==> src/rtl/ascon_output_serializer.sv <==
// Buffers the cipher blocks and the authentication tag of one ascon message
// and streams them out MSB-first as a valid/ready byte stream, one byte per cycle.
module ascon_output_serializer #(
   parameter int NB_BLOCKS = 24
) (
   input  logic         clock_i,
   input  logic         reset_i,
   input  logic         start_i,
   input  logic [63:0]  cipher_i,
   input  logic         cipher_valid_i,
   input  logic [127:0] tag_i,
   input  logic         end_tag_i,
   output logic [7:0]   byte_o,
   output logic         byte_valid_o,
   input  logic         byte_ready_i,
   output logic         busy_o,
   output logic         done_o,
   output logic         overflow_o,
   output logic [4:0]   block_count_o
);

   localparam logic [4:0] NB_MAX = 5'(NB_BLOCKS);

   typedef enum logic [2:0] {
      IDLE,
      COLLECT,
      SEND_CIPHER,
      SEND_TAG,
      DONE
   } state_t;

   state_t       state;
   state_t       state_nxt;

   logic [63:0]  buffer [NB_BLOCKS];
   logic [127:0] tag_q;
   logic [4:0]   block_count;
   logic [4:0]   blk_idx;
   logic [3:0]   byte_sel;
   logic         cv_q;
   logic         overflow;

   logic         capture;
   logic         arm;
   logic         restart;
   logic         store;
   logic         drop;
   logic         tag_hit;
   logic         take;
   logic         cipher_last;
   logic [63:0]  cur_block;

   // NOTE: every signal driven here gets a default first, so no path can leave
   // a value unassigned and infer a latch.
   always_comb begin
      capture     = 1'b0;
      arm         = 1'b0;
      restart     = 1'b0;
      store       = 1'b0;
      drop        = 1'b0;
      tag_hit     = 1'b0;
      take        = 1'b0;
      cipher_last = 1'b0;

      capture = cipher_valid_i & ~cv_q;
      arm     = start_i && (state == IDLE || state == DONE);
      restart = start_i && (state == COLLECT);

      // A restart in COLLECT takes priority over any capture or tag that cycle.
      if (state == COLLECT && !start_i) begin
         store   = capture && (block_count < NB_MAX);
         drop    = capture && (block_count >= NB_MAX);
         tag_hit = end_tag_i;
      end

      take        = byte_valid_o && byte_ready_i;
      cipher_last = (blk_idx == 5'(block_count - 5'd1)) && (byte_sel[2:0] == 3'd7);
   end

   always_comb begin
      state_nxt = state;
      case (state)
         IDLE, DONE: begin
            if (start_i) state_nxt = COLLECT;
         end
         COLLECT: begin
            // A block stored in the tag cycle counts towards the cipher phase.
            if (tag_hit) begin
               if (store || block_count != 5'd0) state_nxt = SEND_CIPHER;
               else                              state_nxt = SEND_TAG;
            end
         end
         SEND_CIPHER: begin
            if (take && cipher_last) state_nxt = SEND_TAG;
         end
         SEND_TAG: begin
            if (take && byte_sel == 4'd15) state_nxt = DONE;
         end
         default: state_nxt = IDLE;
      endcase
   end

   // NOTE: sequential state is updated with non-blocking assignments so every
   // register samples the pre-edge values of the others.
   always_ff @(posedge clock_i or negedge reset_i) begin
      if (!reset_i) state <= IDLE;
      else          state <= state_nxt;
   end

   always_ff @(posedge clock_i or negedge reset_i) begin
      if (!reset_i) begin
         cv_q        <= 1'b0;
         block_count <= '0;
         overflow    <= 1'b0;
         blk_idx     <= '0;
         byte_sel    <= '0;
         tag_q       <= '0;
      end else begin
         cv_q <= cipher_valid_i;
         if (arm || restart) begin
            block_count <= '0;
            overflow    <= 1'b0;
            blk_idx     <= '0;
            byte_sel    <= '0;
         end else begin
            if (store)   block_count <= block_count + 5'd1;
            if (drop)    overflow    <= 1'b1;
            if (tag_hit) tag_q       <= tag_i;
            if (take) begin
               if (state == SEND_CIPHER) begin
                  if (byte_sel[2:0] == 3'd7) begin
                     byte_sel <= '0;
                     blk_idx  <= cipher_last ? 5'd0 : blk_idx + 5'd1;
                  end else begin
                     byte_sel <= byte_sel + 4'd1;
                  end
               end else begin
                  // Wraps back to 0 after the 16th tag byte.
                  byte_sel <= byte_sel + 4'd1;
               end
            end
         end
      end
   end

   // NOTE: the block buffer is deliberately left out of reset; it is always
   // written before it is read, and a resettable memory cannot map to RAM.
   always_ff @(posedge clock_i) begin
      if (store) buffer[block_count] <= cipher_i;
   end

   always_comb begin
      cur_block = buffer[blk_idx];
      byte_o    = 8'h00;
      case (state)
         SEND_CIPHER: byte_o = cur_block[{~byte_sel[2:0], 3'b000} +: 8];
         SEND_TAG:    byte_o = tag_q[{~byte_sel, 3'b000} +: 8];
         default:     byte_o = 8'h00;
      endcase
   end

   assign byte_valid_o  = (state == SEND_CIPHER) || (state == SEND_TAG);
   assign busy_o        = (state == COLLECT) || byte_valid_o;
   assign done_o        = (state == DONE);
   assign overflow_o    = overflow;
   assign block_count_o = block_count;

endmodule
==> config.mk <==
export PLATFORM = sky130hd
export DESIGN_NAME = ascon_output_serializer
export DESIGN_NICKNAME = d
export VERILOG_FILES = /design/src/rtl/ascon_output_serializer.sv
export SDC_FILE = /design/constraint.sdc
export NUM_CORES = 2
export LEC_CHECK = 0
export ABC_AREA = 1
export BUFFER_PORTS_ARGS = -buffer_cell sky130_fd_sc_hd__buf_2
export CORE_UTILIZATION = 57
export CTS_CLUSTER_SIZE = 8
export DETAILED_ROUTE_END_ITERATION = 6
export PLACE_DENSITY = 0.72
export SYNTH_ARGS = -nofsm -noshare
export SYNTH_HDL_FRONTEND = slang
export SYNTH_SLANG_ARGS = --single-unit
==> constraint.sdc <==
create_clock -name clock_i -period 5.7 [get_ports clock_i]
set_clock_uncertainty 0.1 [all_clocks]
set_input_delay 0.57 -clock clock_i [delete_from_list [all_inputs] [get_ports clock_i]]
set_output_delay 0.57 -clock clock_i [all_outputs]
set_load 0.02 [all_outputs]
[Word-level counts from Yosys, hierarchy flattened]
Memories as Yosys holds them, arrays and structs flattened.
Index checks and enable logic that the tools add are counted.
Widths: inputs -> output; s select.
Storage, ports and cells
  register bits after elaboration: 147
  memories kept: 1
  memory bits (writable): 1536
  output and inout bits: 17
Cells by class
  $add $sub $neg: 4
  bitwise logic cells: 5
  reductions and logical operators: 26
  mux-type cells: 25
  shifts and indexed selects: 2
  $lt $le $gt $ge: 2
  equal/unequal tests: 11
Memory list
  buffer: depth 24, width 64, rd ports 1, clocked after Yosys merged registers in 0, write ports 1, line 35  | logic [63:0] buffer [NB_BLOCKS];
Operators by type and width (number)
  $shiftx 128x8->8: 1
  $shiftx 64x7->8: 1
  $mux 5: 7
  $mux 4: 4
  $pmux 8 s2: 1
  $mux 3: 4
  $pmux 3 s4: 1
  $add 5x1->5 const B: 2
  $reduce_bool 2->1: 5
  $logic_and 1x1->1: 9
  $mux 1: 8
  $ne 2x2->1 const B: 4
  $eq 3x2->1 const B: 2
  $eq 3x3->1 const B: 2
  $eq 5x5->1: 1
  $ge 5x5->1 const B: 1
  $logic_or 1x1->1: 5
  $lt 5x5->1 const B: 1
  $reduce_bool 5->1: 1
  $sub 5x1->5 const B: 1
  $add 4x1->4 const B: 1
  $eq 4x4->1 const B: 1
  $not 4->4: 1
  $reduce_and 4->1: 1
  9 further kinds: 10

[Depth between registers and ports, before layout]
  word-level depth: 8
  depth in mapped cells: 18
  depth with buffers taken out: 13

[Least setup slack after synthesis]
OpenSTA, ideal clock, no wires.
  path type: reg-to-reg
  from: register state[2]
  to: memory buffer[11][0], enable pin
  period minus slack after synthesis: 4694 ps
  buffers on the path: 0
  arrival time: 4108 ps
  stages on the path, launching flop included: 8
  path slack: 1006 ps
  data required time: 5113 ps
  setup time: 487 ps
  cells stage by stage: dfrtp_1 > nor3_1 > nand2_1 > inv_1 > nand4_1 > inv_1 > nand2_1 > nor2_1
On the way
  cells in the longest elaborated chain, start to end: 5
RTL lines
  from (decl): line 32  | state_t state;
  from (signal assigned): line 107  | else state <= state_nxt;
  $eq 3x1->1: line 70  | if (state == COLLECT && !start_i) begin
  $logic_and 1x1->1: line 70
  $mux 1: line 70
  $mux 1: line 149  | if (store) buffer[block_count] <= cipher_i;
  $mux 1 (not written as such): line 149
  to (decl): line 35
No other way between the ends.

[Worst setup path after layout]
  from: register blk_idx[2]
  to: output byte_o[3]
On the way
  cells in the longest elaborated chain, start to end: 3
RTL lines
  from (decl): line 38  | logic [4:0] blk_idx;
  from (signal assigned): line 133  | blk_idx <= cipher_last ? 5'd0 : blk_idx + 5'd1;
  $mem_v2 24x64
  $shiftx 64x7->8: line 156  | SEND_CIPHER: byte_o = cur_block[{~byte_sel[2:0], 3'b000} +: 8];
  $pmux 8 s2: line 155  | case (state)
  to (decl): line 13  | output logic [7:0] byte_o,
No other way between the ends.

==> key figures <==
Setup path
  – Arr. time, crit path: roughly 4900 ps
  – Critical-path cell list: inv_8 > buf_4 > nand3_1 > nand3_1 > nand3_1 > nand2_1 > nand2_1 > nand2_1 > nand2_1 > nand3_1 > nand2_1 > buf_2
  – Most used cell, CP: nand2_1
  – Crit path max fanout: 105
  – Critical Path Source Type: register
  – CP required: slightly above 5000 ps
  – Setup CP Type: register to output port
  – CP Capture Type: output port
  – Worst path max stage delay: around 760 ps
  – Slowest cell on the critical path: inv_8

Die
  – Core ar.: roughly 120000 µm²
  – Die Area: 124000 µm²
  – Top Ports: about 220
  – Row count: about 130
  – Initial Util: 0.578
  – Horiz. Die Dim: around 350 µm
  – Die height: around 350 µm

Global routing
  – Remaining global-route overflow: 0
  – First-pass GRT wire length: 295 mm
  – Initial antenna violation count: 21
  – Vias in the first global route: ~47000
  – Pin count of the biggest net entering global routing: 184
  – Tot GR Track Use: 0.324

STA
  – Worst Tran Pin Value: 1310 ps
  – Final setup TNS: 0 ps
  – Setup violations, final: 0
  – Worst Slack Setup Final: approximately 150 ps
  – Slew margin rel.: 0.125
  – Fmax achieved: roughly 0.18 GHz
  – Hold Vio Cnt, Final: 0
  – RSZ-0062 raised after global routing: no
  – Crit share post-route: 0.973
  – Slew Viols, Final: 0
  – Post-route minimum period: 5550 ps

Detailed routing
  – DRT iter0 DRCs: slightly below 7000
  – DR WL/cell: 24.0 µm
  – DRT Wirelength: 201 mm
  – Vias per cell: 5.97
  – DRT Pass-1 Iters: 7
  – # DRC: 2
  – Via count: 50008
  – Antenna Nets Post-Route: 0

Clock network
  – CTS clk-pin slew, worst paths: about 50 ps
  – CTS tree: built
  – Worst-Skew Late Latency: 850 ps
  – # clock sinks: about 1700
  – Num CTS Buffers: between 200 and 250
  – CTS root buf: clkbuf_16
  – Bufs on Longest Clock Path: 3
  – H-tree depth: 4

Yosys
  – Sequential element share of the synthesized area: 0.714
  – Ys flop type: edfxtp_1
  – Yosys warns: 0
  – Mapped Nets: 6616
  – Synthesized area: roughly 70000 µm²
  – Ys async rst share: 0.0873
  – Synth Instances: roughly 6400
  – Number of synthesized flops with an enable pin: around 1500
  – #FFs+latches synth: between 1500 and 2000
  – Synthesized area per cell: roughly 11 µm²
  – Synth unique cells: 31

Power
  – Clk pwr share: 0.313
  – Worst IR Drop VDD: around 0.55 mV
  – Combinational power share: 0.309
  – NetSw: around 14 mW
  – PD cells: approximately 480 nW/µm²
  – Leakage: ~31 nW
  – Switching share of total power: 0.358
  – Internal: ~25 mW
  – Flop pwr share: 0.378

Status
  – Violated checks: design-rule violations
  – Status: finished with violations

Placed design
  – GPL Wtd Cong: around 0.84
  – DP Wirelength: approximately 99 mm
  – IO Port Bufs: around 210
  – Placed insts: approximately 8000
  – DP Worst Slack: around 870 ps

Layout
  – Fin util: 0.665
  – P&R area growth vs syn: 15.0%
  – Fin cells: ~8400
  – Fraction of layout cells with a size suffix above 1: 0.0903
  – Most common cell after layout, fill and taps aside: nand2_1
  – Layout Nets: about 7000
  – Most frequent cells in the layout: nand2_1 (1933), edfxtp_1 (1536), nand3_1 (764)

Hold path
  – Worst min-delay path class: input pin to register

Run
  – Max-Cap Viols: 0
## worst max-delay path, delay by kind of cell (launching register included)
family / cells / cell delay (ps)
flip-flops: 1 / 690
AND/OR/NAND/NOR: 9 / 1570
buffers and inverters: 3 / 1650
## synthesized netlist by cell type, drive strengths merged (6+ instances only)
cell type	count	area (µm²)
o211ai	41	308
a21oi	39	195
nand3	764	3820
o21ai	436	2190
nor2	782	2940
ha	8	100
inv	279	1050
a221oi	13	114
edfxtp	1536	46100
buf	165	801
nand2	1934	7260
clkbuf	221	830
o2111ai	6	52.6
dfrtp	147	3680
a22oi	14	105
## metrics by stage
| stage | hold WS [ps] | area [µm²] | power, mW |
|---|---|---|---|
| after floorplan | 174 | 69700 | 22.2 |
| after global routing | 58.4 | 80200 | 39.8 |
| after CTS | 23.3 | 80100 | 37.9 |
| after global placement | 357 | 72700 | 25.7 |
| final | 61.1 | 80200 | 38.2 |
| after detailed placement | 361 | 72700 | 25.9 |
## cell type report
| class | instances | area [µm²] |
|---|---|---|
| Clock inverter | 14 | 270 |
| Sequential cell | 1683 | 49800 |
| Multi-Input combinational cell | 4059 | 17400 |
| Inverter | 282 | 1100 |
| Timing Repair Buffer | 459 | 3720 |
| Tap cell | 1612 | 2020 |
| Fill cell | 8404 | 40400 |
| Clock buffer | 255 | 5810 |
| Antenna cell | 11 | 27.5 |
## sequential cells by signal (all words and copies together), names as in the netlist
register and flops:
block_count_o 5, overflow_o 1, blk_idx 5, byte_sel 4
cv_q 1, state 3, tag_q 128, buffer 1536
## layer usage
metal | wire length, µm | vias up | GRT usage
met3 | 21600 | 579 | 0.0612
li1 | - | 22339 | -
met5 | 78 | - | 0
met2 | 94500 | 3134 | 0.508
met4 | 9380 | 10 | 0.154
met1 | 75500 | 23946 | 0.440
## logic make-up after synthesis
family,synth area share
and+or+nand+nor,0.202
DFF,0.714
buffers and inverters,0.0386
AOI/OAI and AO/OA,0.0432
adders and majority gates,0.00144
xor gates and xnor gates,0.000754
## path summary, 6_finish.rpt
| check | from | endpoint | slack [ps] | depth (start not counted) |
|---|---|---|---|---|
| worst max-delay path | blk_idx[2] | byte_o[3] | 150 | 12 |
| worst min-delay path | cipher_i[2] | buffer[6][2] | 60 | 1 |
| worst max register to register | state[2] | buffer[15][23] | 1510 | 10 |
| worst min register to register | tag_q[89] | tag_q[89] | 380 | 2 |
| max in group asynchronous | reset_i | tag_q[104] | 4020 | 3 |
| min in group asynchronous | reset_i | tag_q[3] | 340 | 2 |
## timing repair
action / in CTS / in global routing
buffers inserted: 0 / 0
gates cloned: 0 / 1
hold buffers: 132 / 0
endpoints found under the setup margin: 1 / 1
hold endpoints to repair: 241 / 0
resized for setup: 1 / 2
pin swaps: 0 / 0
## power by group through the flow
stage / clock (mW) / sequential (mW) / combinational, mW
floorplan: 0 / 14.4 / 7.83
global placement: 0 / 14.6 / 11.1
detailed placement: 0 / 14.6 / 11.3
CTS: 12.0 / 14.4 / 11.5
global route: 12.5 / 14.5 / 12.9
finish: 11.9 / 14.4 / 11.8
Power figures use the tool's default switching activity.
